### src/rtl/id_stage_pkg.sv
// Shared decode types for the ID stage: execution codes, ALU ops,
// major opcode constants, immediate formats and the skid-buffer state.
package id_stage_pkg;

    localparam int unsigned XLEN_W = 32;

    localparam logic [6:0] OPC_OP_IMM = 7'b0010011;
    localparam logic [6:0] OPC_OP     = 7'b0110011;
    localparam logic [6:0] OPC_LOAD   = 7'b0000011;
    localparam logic [6:0] OPC_STORE  = 7'b0100011;
    localparam logic [6:0] OPC_BRANCH = 7'b1100011;

    localparam logic [6:0] F7_BASE = 7'b0000000;
    localparam logic [6:0] F7_ALT  = 7'b0100000;

    typedef enum logic [5:0] {
        NOP,
        ADDI, SLTI, SLTIU, XORI, ORI, ANDI, SLLI, SRI,
        ADD, SUB, SLL, SLT, SLTU, XOR, SRL, SRA, OR, AND,
        LB, LH, LW, LBU, LHU,
        SB, SH, SW,
        BEQ, BNE, BLT, BGE, BLTU, BGEU
    } ExCode;

    typedef enum logic [2:0] {
        alu_nop,
        alu_add,
        alu_sub,
        alu_eq,
        alu_ge_s,
        alu_ge_u
    } aluop;

    typedef enum logic [2:0] {
        FMT_NONE,
        FMT_I,
        FMT_S,
        FMT_B,
        FMT_R
    } fmt_e;

    typedef enum logic [1:0] {
        BUF_EMPTY,
        BUF_ONE,
        BUF_TWO
    } buf_state_e;

    // One decoded instruction as held in the skid buffer.
    typedef struct packed {
        ExCode              ex_code;
        aluop               alu_op;
        logic [4:0]         rs1;
        logic [4:0]         rs2;
        logic [4:0]         rd;
        logic [XLEN_W-1:0]  imm;
        logic               unsup;
        logic [XLEN_W-1:0]  pc;
    } dec_t;

endpackage

### src/rtl/rv32i_decoder.sv
// Combinational RV32I decoder for ALU, load, store and branch groups.
// In: inst (32b). Out: ex_code, alu_op, rs1/rs2/rd, imm (sign-ext), unsup.
module rv32i_decoder
    import id_stage_pkg::*;
(
    input  logic [31:0] inst,
    output ExCode       ex_code,
    output aluop        alu_op,
    output logic [4:0]  rs1,
    output logic [4:0]  rs2,
    output logic [4:0]  rd,
    output logic [31:0] imm,
    output logic        unsup
);

    logic [6:0] opcode;
    logic [2:0] funct3;
    logic [6:0] funct7;
    fmt_e       fmt;
    fmt_e       fmt_eff;

    assign opcode = inst[6:0];
    assign funct3 = inst[14:12];
    assign funct7 = inst[31:25];

    always_comb begin
        ex_code = NOP;
        fmt     = FMT_NONE;
        unique case (opcode)
            OPC_OP_IMM: begin
                fmt = FMT_I;
                case (funct3)
                    3'b000: ex_code = ADDI;
                    3'b010: ex_code = SLTI;
                    3'b011: ex_code = SLTIU;
                    3'b100: ex_code = XORI;
                    3'b110: ex_code = ORI;
                    3'b111: ex_code = ANDI;
                    3'b001: if (funct7 == F7_BASE) ex_code = SLLI;
                    // SRLI/SRAI share one code; imm[10] tells them apart.
                    3'b101: if (funct7 == F7_BASE || funct7 == F7_ALT)
                                ex_code = SRI;
                    default: ex_code = NOP;
                endcase
            end
            OPC_OP: begin
                fmt = FMT_R;
                if (funct7 == F7_BASE) begin
                    case (funct3)
                        3'b000:  ex_code = ADD;
                        3'b001:  ex_code = SLL;
                        3'b010:  ex_code = SLT;
                        3'b011:  ex_code = SLTU;
                        3'b100:  ex_code = XOR;
                        3'b101:  ex_code = SRL;
                        3'b110:  ex_code = OR;
                        default: ex_code = AND;
                    endcase
                end else if (funct7 == F7_ALT) begin
                    case (funct3)
                        3'b000:  ex_code = SUB;
                        3'b101:  ex_code = SRA;
                        default: ex_code = NOP;
                    endcase
                end
            end
            OPC_LOAD: begin
                fmt = FMT_I;
                case (funct3)
                    3'b000:  ex_code = LB;
                    3'b001:  ex_code = LH;
                    3'b010:  ex_code = LW;
                    3'b100:  ex_code = LBU;
                    3'b101:  ex_code = LHU;
                    default: ex_code = NOP;
                endcase
            end
            OPC_STORE: begin
                fmt = FMT_S;
                case (funct3)
                    3'b000:  ex_code = SB;
                    3'b001:  ex_code = SH;
                    3'b010:  ex_code = SW;
                    default: ex_code = NOP;
                endcase
            end
            OPC_BRANCH: begin
                fmt = FMT_B;
                case (funct3)
                    3'b000:  ex_code = BEQ;
                    3'b001:  ex_code = BNE;
                    3'b100:  ex_code = BLT;
                    3'b101:  ex_code = BGE;
                    3'b110:  ex_code = BLTU;
                    3'b111:  ex_code = BGEU;
                    default: ex_code = NOP;
                endcase
            end
            default: ex_code = NOP;
        endcase
    end

    // Anything undecodable carries no operand fields at all.
    assign fmt_eff = (ex_code == NOP) ? FMT_NONE : fmt;
    assign unsup   = (ex_code == NOP);

    always_comb begin
        rs1 = '0;
        rs2 = '0;
        rd  = '0;
        imm = '0;
        case (fmt_eff)
            FMT_I: begin
                rs1 = inst[19:15];
                rd  = inst[11:7];
                imm = {{20{inst[31]}}, inst[31:20]};
            end
            FMT_S: begin
                rs1 = inst[19:15];
                rs2 = inst[24:20];
                imm = {{20{inst[31]}}, inst[31:25], inst[11:7]};
            end
            FMT_B: begin
                rs1 = inst[19:15];
                rs2 = inst[24:20];
                imm = {{19{inst[31]}}, inst[31], inst[7],
                       inst[30:25], inst[11:8], 1'b0};
            end
            FMT_R: begin
                rs1 = inst[19:15];
                rs2 = inst[24:20];
                rd  = inst[11:7];
            end
            default: ;
        endcase
    end

    always_comb begin
        alu_op = alu_nop;
        case (ex_code)
            ADDI, ADD,
            LB, LH, LW, LBU, LHU,
            SB, SH, SW:               alu_op = alu_add;
            SUB:                      alu_op = alu_sub;
            BEQ, BNE:                 alu_op = alu_eq;
            SLT, SLTI, BLT, BGE:      alu_op = alu_ge_s;
            SLTU, SLTIU, BLTU, BGEU:  alu_op = alu_ge_u;
            default:                  alu_op = alu_nop;
        endcase
    end

endmodule

### src/rtl/id_stage.sv
// ID stage: decodes each accepted instruction and holds it in a 2-entry
// skid buffer. In: clk, rst_n (sync), flush, in_valid/in_inst/in_pc.
// Out: in_ready (registered), out_valid + decoded fields of the head entry.
module id_stage
    import id_stage_pkg::*;
#(
    parameter int XLEN = 32
) (
    input  logic            clk,
    input  logic            rst_n,
    input  logic            flush,
    input  logic            in_valid,
    output logic            in_ready,
    input  logic [31:0]     in_inst,
    input  logic [XLEN-1:0] in_pc,
    output logic            out_valid,
    input  logic            out_ready,
    output logic [XLEN-1:0] out_pc,
    output ExCode           out_ex_code,
    output aluop            out_alu_op,
    output logic [4:0]      out_rs1,
    output logic [4:0]      out_rs2,
    output logic [4:0]      out_rd,
    output logic [XLEN-1:0] out_imm,
    output logic            out_unsup
);

    ExCode       dec_ex_code;
    aluop        dec_alu_op;
    logic [4:0]  dec_rs1;
    logic [4:0]  dec_rs2;
    logic [4:0]  dec_rd;
    logic [31:0] dec_imm;
    logic        dec_unsup;
    dec_t        dec_in;

    buf_state_e state_q, state_d;
    dec_t       head_q, head_d;
    dec_t       skid_q, skid_d;
    logic       in_ready_q, in_ready_d;
    logic       in_fire;
    logic       out_fire;

    rv32i_decoder u_dec (
        .inst    (in_inst),
        .ex_code (dec_ex_code),
        .alu_op  (dec_alu_op),
        .rs1     (dec_rs1),
        .rs2     (dec_rs2),
        .rd      (dec_rd),
        .imm     (dec_imm),
        .unsup   (dec_unsup)
    );

    always_comb begin
        dec_in         = '0;
        dec_in.ex_code = dec_ex_code;
        dec_in.alu_op  = dec_alu_op;
        dec_in.rs1     = dec_rs1;
        dec_in.rs2     = dec_rs2;
        dec_in.rd      = dec_rd;
        dec_in.imm     = dec_imm;
        dec_in.unsup   = dec_unsup;
        dec_in.pc      = in_pc;
    end

    assign out_valid = (state_q != BUF_EMPTY);
    assign in_ready  = in_ready_q;
    assign in_fire   = in_valid & in_ready_q;
    assign out_fire  = out_valid & out_ready;

    always_comb begin
        state_d = state_q;
        head_d  = head_q;
        skid_d  = skid_q;
        if (flush) begin
            state_d = BUF_EMPTY;
        end else begin
            unique case (state_q)
                BUF_EMPTY: begin
                    if (in_fire) begin
                        head_d  = dec_in;
                        state_d = BUF_ONE;
                    end
                end
                BUF_ONE: begin
                    if (in_fire && out_fire) begin
                        head_d = dec_in;
                    end else if (in_fire) begin
                        skid_d  = dec_in;
                        state_d = BUF_TWO;
                    end else if (out_fire) begin
                        state_d = BUF_EMPTY;
                    end
                end
                BUF_TWO: begin
                    // Skid entry is promoted so order is preserved.
                    if (out_fire) begin
                        head_d  = skid_q;
                        state_d = BUF_ONE;
                    end
                end
                default: state_d = BUF_EMPTY;
            endcase
        end
        in_ready_d = (state_d != BUF_TWO);
    end

    always_ff @(posedge clk) begin
        if (!rst_n) begin
            state_q    <= BUF_EMPTY;
            in_ready_q <= 1'b1;
            head_q     <= '0;
            skid_q     <= '0;
        end else begin
            state_q    <= state_d;
            in_ready_q <= in_ready_d;
            head_q     <= head_d;
            skid_q     <= skid_d;
        end
    end

    assign out_pc      = head_q.pc;
    assign out_ex_code = head_q.ex_code;
    assign out_alu_op  = head_q.alu_op;
    assign out_rs1     = head_q.rs1;
    assign out_rs2     = head_q.rs2;
    assign out_rd      = head_q.rd;
    assign out_imm     = head_q.imm;
    assign out_unsup   = head_q.unsup;

endmodule
### config.mk
export PLATFORM = sky130hd
export DESIGN_NAME = id_stage
export DESIGN_NICKNAME = d
export VERILOG_FILES = /design/src/rtl/id_stage_pkg.sv /design/src/rtl/rv32i_decoder.sv /design/src/rtl/id_stage.sv
export SDC_FILE = /design/constraint.sdc
export NUM_CORES = 1
export LEC_CHECK = 0
export CORE_AREA = 5 5 157 159
export DETAILED_ROUTE_END_ITERATION = 16
export DIE_AREA = 0 0 162 164
export HOLD_SLACK_MARGIN = 0.05
export SETUP_SLACK_MARGIN = 0.1
export SLEW_MARGIN = 20
export SYNTH_ARGS = -nofsm -noshare
export SYNTH_HDL_FRONTEND = slang
export SYNTH_SLANG_ARGS = --single-unit
### constraint.sdc
create_clock -name clk -period 4.4 [get_ports clk]
set_input_delay 1.32 -clock clk [delete_from_list [all_inputs] [get_ports clk]]
set_output_delay 1.32 -clock clk [all_outputs]
set_load 0.02 [all_outputs]
==> results.yml, run 1 <==
min_path:
  min_path_cells: 2
  min_from: "skid_q[17]"
  hold_class: "reg2reg"
timing:
  setup_violations: 0
  fin_crit_sh: 0.917
  min_period_ns: 4.03
  rsz0062_at_grt: "false"
  setup_ws_ns: 0.365
  hold_viol: 0
  slew_headroom: 0.417
  clock.fmax_mhz: 248
  clock_skew_ns: 0.00928
  finalSetupTns_ns: 0
  drv_slew: 0
  tightest_slew_ns: 0.874
finish:
  syn_to_final_growth_pct: 37.1
  diodes: 0
  drive_above_1_share: 0.114
  nets: 1011
  final_cell_area_um2: 9260
pwr:
  p_per_area_nw_per_um2: 354
  p_total_uw: 3280
  pwr-share-comb: 0.137
  clkPwrFrac: 0.448
  vdd_drop_max_mv: 0.241
  p_sw_frac: 0.264
  p_leak_uw: 0.00375
  internal_power_uw: 2420
  p_sw_uw: 867
  power_frac_seq: 0.416
worst_setup_path:
  crit_chain: "clkdlybuf4s50_1 -> inv_1 -> a31o_2 -> o21ai_0 -> a2111oi_1 -> a211oi_1 -> ha_1 -> nor2b_1 -> a41oi_4 -> and2_4 -> a221oi_1 -> buf_4 -> nor2_1"
  crit_cells: 13
  critical_path_class: "in2reg"
  start_kind: "input port"
  setup.worst_path.end_class: "flop"
  critPathMaxFanout: 6
  r2r_cells: 7
  max_stage_delay_ns: 0.59
  cp_data_arrival_time_ns: 4.35
  cp_top_family: "compound AO/OA/AOI/OAI gates"
  path_buf_inv: 3
  crit_slowest_cell: "clkdlybuf4s50_1"
  r2r_start: "state_q[1]"
  critical_path_required_ns: 4.71
  crit_start: "in_inst[12]"
synthesis:
  yosysWarnings: 0
  ys_seq_area_frac: 0.424
  synth_top_family_by_area: "compound AO/OA/AOI/OAI gates"
  netlist_instances: 799
  yosys.area.top_type_share: 0.424
  synthesis.nets: 873
  synth-xor-area-share: 0.00519
  dominantRegCellSynth: "dfxtp_1"
  synth_edf_count: 0
  synth_area_um2: 6750
  yosysUniqueCellTypes: 64
  synth_top_cells_by_count: "162 x nand2_1, 143 x dfxtp_1, 47 x clkbuf_1, 46 x nand3_1"
  synth.most_common_cell: "nand2_1"
  async_flop_share: 0
  synth_top_area_cell: "dfxtp_1"
  synth_fa_ha_area_frac: 0.00926
  synthMuxAreaShare: 0.00593
  synth_seq_cells: 143
  synth_compound_area_frac: 0.256
  synthSimpleGateAreaFrac: 0.227
  synth.area.top_cells: "dfxtp_1 42%, nand2_1 9.0%, o211a_1 5.6%"
  syn_area_per_cell_um2: 8.45
floorplanning:
  die_w_um: 162
  coreArea_um2: 23100
  dieArea_um2: 26600
  initial_core_util: 0.292
  ioPinCount: 160
  rows: 56
  die_h_um: 164
clock_network:
  cts_root_buffer: "clkbuf_16"
  clock_sinks: 143
  postCtsSetupBuffers: 0
  clock_latency_ns: 0.42
  ctsHtreeMaxLevel: 4
  cts_inserted_buffers: 17
  cts_tree: "done"
  clock_path_buffers: 2
  cts_resized: 0
  cts_hold_buf: 0
  clk_pin_slew_ns: 0.06
routing:
  first_pass_iters: 5
  vias: 6253
  vias_per_cell: 5.04
  drc: 0
  wl_um: 20600
  drt_iter0_markers: 279
  antenna_left: 0
  wl_per_cell_um: 16.6
status:
  status: "complete, no violations"
place:
  place_hpwl_um: 13600
  routabilityCongestion: 0.876
  dp_slack_ns: -0.00799
  dpl_cell_area_um2: 8660
  port-buffer-count: 159
global_route:
  grt_usage: 0.153
  grt_pass1_wl_um: 32800
  grt_pass1_vias: 6136
  antenna_found_initial: 0
  grt_start_max_net_pins: 81
  overflow: 0
flow_run:
  maxCapViolCount: 0
## area by class of cell
cell class	instances	area (µm²)
clock buffers	18	439
clock inverters	14	158
fillers	2367	13900
inverters	6	22.5
multi-input cells	558	3440
flip-flops and latches	143	2860
well taps	290	363
repair buffers	211	1980
## through the flow
stage	hold slack, ns	instances	util
after global placement	0.446	1208	0.374
after floorplan	0.434	799	-
after CTS	0.463	1240	0.400
after detailed placement	0.452	1208	0.374
final	0.462	1240	0.400
after global routing	0.488	1240	0.400
## worst min-delay path: cells and delay by family, from the launching register on
family           cells  cell delay (ns)
flip-flops           1             0.31
AO/OA/AOI/OAI        1             0.06
AND/OR/NAND/NOR      1             0.04
## cells in the final DEF, fill, tap and decap left out, types with 25 or more instances in the layout
| master | instances |
|---|---|
| dfxtp_1 | 143 |
| buf_4 | 53 |
| a21boi_0 | 39 |
| clkdlybuf4s50_1 | 158 |
| nor2b_1 | 25 |
| nand3_1 | 46 |
| nand2_1 | 161 |
| nor2_1 | 45 |
| o211a_1 | 38 |
| o21ai_0 | 45 |
## cells by family after synthesis
| family | count (synthesis) |
|---|---|
| flops | 143 |
| simple gates | 325 |
| fa+ha+maj | 5 |
| mux | 4 |
| buf+inv | 98 |
| xor+xnor | 4 |
| compound gates | 220 |
## routing by layer
layer  track usage  wire [µm]  part of all wire  vias up
met5             0          0                 0        -
met4        0.0442        306             0.015        0
met3        0.0469       1350             0.066       25
met2         0.252       9510              0.46      171
met1         0.194       9390              0.46     2950
li1              -          -                 -     3107
## state kept, by name (all words and copies together), names as in the netlist
signal	flops
state_q	2
out_ex_code	6
in_ready	1
out_rs2	5
out_pc	32
skid_q	70
out_alu_op	3
out_unsup	1
out_imm	13
out_rd	5
out_rs1	5
## power groups by stage
stage                     Sequential, µW  Clock (µW)  Combinational [µW]
final                               1360        1470                 448
after global routing                1370        1560                 482
after CTS                           1360        1510                 453
after detailed placement            1390           0                 450
after global placement              1390           0                 453
after floorplan                     1440           0                 180
## path summary, 6_finish.rpt
check,to,slack (ns)
worst max register to register,out_imm[11],2.24
worst max-delay path,out_imm[11],0.37
worst min register to register,skid_q[17],0.46
worst min-delay path,skid_q[17],0.46
(Power assumes the default switching activity.)
==> run 2, diff against run 1 <==
--- a/config.mk
+++ b/config.mk
@@ -5,10 +5,11 @@
 export SDC_FILE = /design/constraint.sdc
 export NUM_CORES = 1
 export LEC_CHECK = 0
-export CORE_AREA = 5 5 157 159
+export CORE_AREA = 2 2 107 150
 export DETAILED_ROUTE_END_ITERATION = 16
-export DIE_AREA = 0 0 162 164
+export DIE_AREA = 0 0 109 152
 export HOLD_SLACK_MARGIN = 0.05
+export PLACE_DENSITY = 0.72
 export SETUP_SLACK_MARGIN = 0.1
 export SLEW_MARGIN = 20
 export SYNTH_ARGS = -nofsm -noshare
==> run 2 against run 1 <==
  * Clock skew increased by 0.0065 ns
  * Register-to-register slack got worse by 0.08 ns
  * Routed wire length down 7.8%
  * First-iteration DRC count up 56%
  * Fmax is 0.68% higher
  * Sequential power about the same
  * Utilization up 20 points
  * Count of clock-buffer cells in the layout unchanged
  * Sequential cell count is the same
  * Die area down 38%
  * Sequential share of layout area increased by 0.27 points
  * Critical endpoint is now skid_q[70]
==> results.yml, run 2 (same netlist as run 1, synthesis figures left out) <==
finish:
  max_flop_register: "skid_q"
  final_cell_mix: "161 x nand2_1, 158 x clkdlybuf4s50_1, 143 x dfxtp_1, 54 x buf_4, 46 x nand3_1"
  multi_input_area_um2: 3430
  layout_commonest_cell: "nand2_1"
  syn_to_final_growth_pct: 35.9
  final.fill_count: 1393
  drive_above_1_share: 0.116
  nets: 1014
  stdcell_count: 1148
  largest_reg_flops: 70
  diodes: 0
  seqCellArea_um2: 2860
routing:
  drc: 0
  wl_um: 19000
  top_layer: "met4"
  drt_iter0_markers: 434
  vias: 6313
  antenna_left: 0
  wl_met1_um: 7610
  routed-wl-met3_um: 1080
  wl_per_cell_um: 16.5
  vias_per_cell: 5.50
  first_pass_iters: 5
  routed-wl-met2_um: 9790
pwr:
  vdd_drop_max_mv: 0.224
  p_total_uw: 3250
  p_leak_uw: 0.00377
  p_per_area_nw_per_um2: 354
place:
  routabilityCongestion: 0.927
  place_hpwl_um: 12600
  place_inst: 1117
  port-buffer-count: 159
global_route:
  grt_pass1_wl_um: 30800
  grt_usage: 0.232
  overflow: 0
  antenna_found_initial: 0
  grt_pass1_vias: 6198
  grt_start_max_net_pins: 100
timing:
  min_period_ns: 4.01
  tightest_slew_ns: 0.693
  slew_headroom: 0.538
  finalSetupTns_ns: 0
  setup_violations: 0
  holdWs_ns: 0.461
  rsz0062_at_grt: "false"
  drv_slew: 0
  clock_skew_ns: 0.0158
  hold_viol: 0
  fin_crit_sh: 0.911
  clock.fmax_mhz: 250
clock_network:
  postCtsSetupBuffers: 0
  cts_tree: "done"
  cts_root_buffer: "clkbuf_16"
  clock_latency_ns: 0.42
  cts_inserted_buffers: 17
  clock_path_buffers: 2
  cts_resized: 0
  clock_sinks: 143
  cts_hold_buf: 0
  ctsHtreeMaxLevel: 4
  clk_pin_slew_ns: 0.06
worst_setup_path:
  start_kind: "input port"
  rr_endpoint: "out_rs2[3]"
  critical_path_required_ns: 4.74
  setup.worst_path.end_class: "flop"
  cp_data_arrival_time_ns: 4.35
  r2r_start: "state_q[1]"
  r2r_cells: 6
  critPathMaxFanout: 9
  critical_path_class: "in2reg"
  ff2ff_setup_slack_ns: 2.16
floorplanning:
  dieArea_um2: 16600
  rows: 54
  ioPinCount: 160
  initial_core_util: 0.440
  coreArea_um2: 15300
  die_w_um: 109
  die_h_um: 152
min_path:
  hold_class: "reg2reg"
  hold_end: "skid_q[81]"
  min_from: "skid_q[81]"
  min_path_cells: 2
flow_run:
  maxCapViolCount: 0
status:
  status: "complete, no violations"
==> run 2: cell types whose count changed in the layout (fill, tap and decap cells not counted) <==
| cell | previous run | this run |
|---|---|---|
| nand2b_2 | 0 | 1 |
| nand2b_4 | 1 | 0 |
| clkinv_4 | 2 | 3 |
| a2111oi_0 | 1 | 2 |
| a2111oi_1 | 1 | 0 |
| clkinvlp_4 | 5 | 2 |
| buf_4 | 53 | 54 |
| buf_12 | 0 | 2 |
| inv_6 | 3 | 4 |
==> run 2: metrics by stage <==
step	area, µm²	util	setup WS (ns)
after floorplan	6750	-	0.269
after global placement	8590	0.560	0.0506
after detailed placement	8590	0.560	0.0307
after CTS	9180	0.598	0.421
after global routing	9180	0.598	0.135
final	9180	0.598	0.393
==> run 2: layout make-up <==
cell class / instances / area share
Multi-Input combinational cell: 558 / 0.374
Sequential cell: 143 / 0.312
Timing Repair Buffer: 214 / 0.221
Clock buffer: 18 / 0.0478
Tap cell: 196 / 0.0267
Clock inverter: 13 / 0.0166
Inverter: 6 / 0.00245
==> run 2: worst max path at each step <==
stage / from / slack [ns] / to
final: in_inst[5] / 0.39 / skid_q[70]
after global routing: in_inst[5] / 0.13 / skid_q[72]
after CTS: in_inst[5] / 0.42 / skid_q[70]
after detailed placement: in_inst[26] / 0.03 / skid_q[70]
after global placement: in_inst[4] / 0.05 / out_rs1[2]
after floorplan: in_inst[14] / 0.27 / out_imm[11]
==> run 2: report_power, final <==
part,total [µW],switching [µW],internal [µW]
Combinational,446,226,220
Clock,1440,584,859
Sequential,1360,25.5,1340
==> run 2: critical path, cell delays in order <==
cell and delay [ns]:
clkdlybuf4s50_1 0.61, nor2b_1 0.31, a22oi_1 0.14, a2111oi_0 0.40, a211oi_1 0.17, ha_1 0.23, nor2b_1 0.16, a41oi_4 0.28
buf_4 0.20, and4_1 0.30, a22oi_1 0.09, nor2b_1 0.12
==> run 2: metal layers <==
metal,vias up,global-route usage
met1,2964,0.261
met2,212,0.418
met5,-,0
met3,28,0.0485
li1,3109,-
met4,0,0.0922
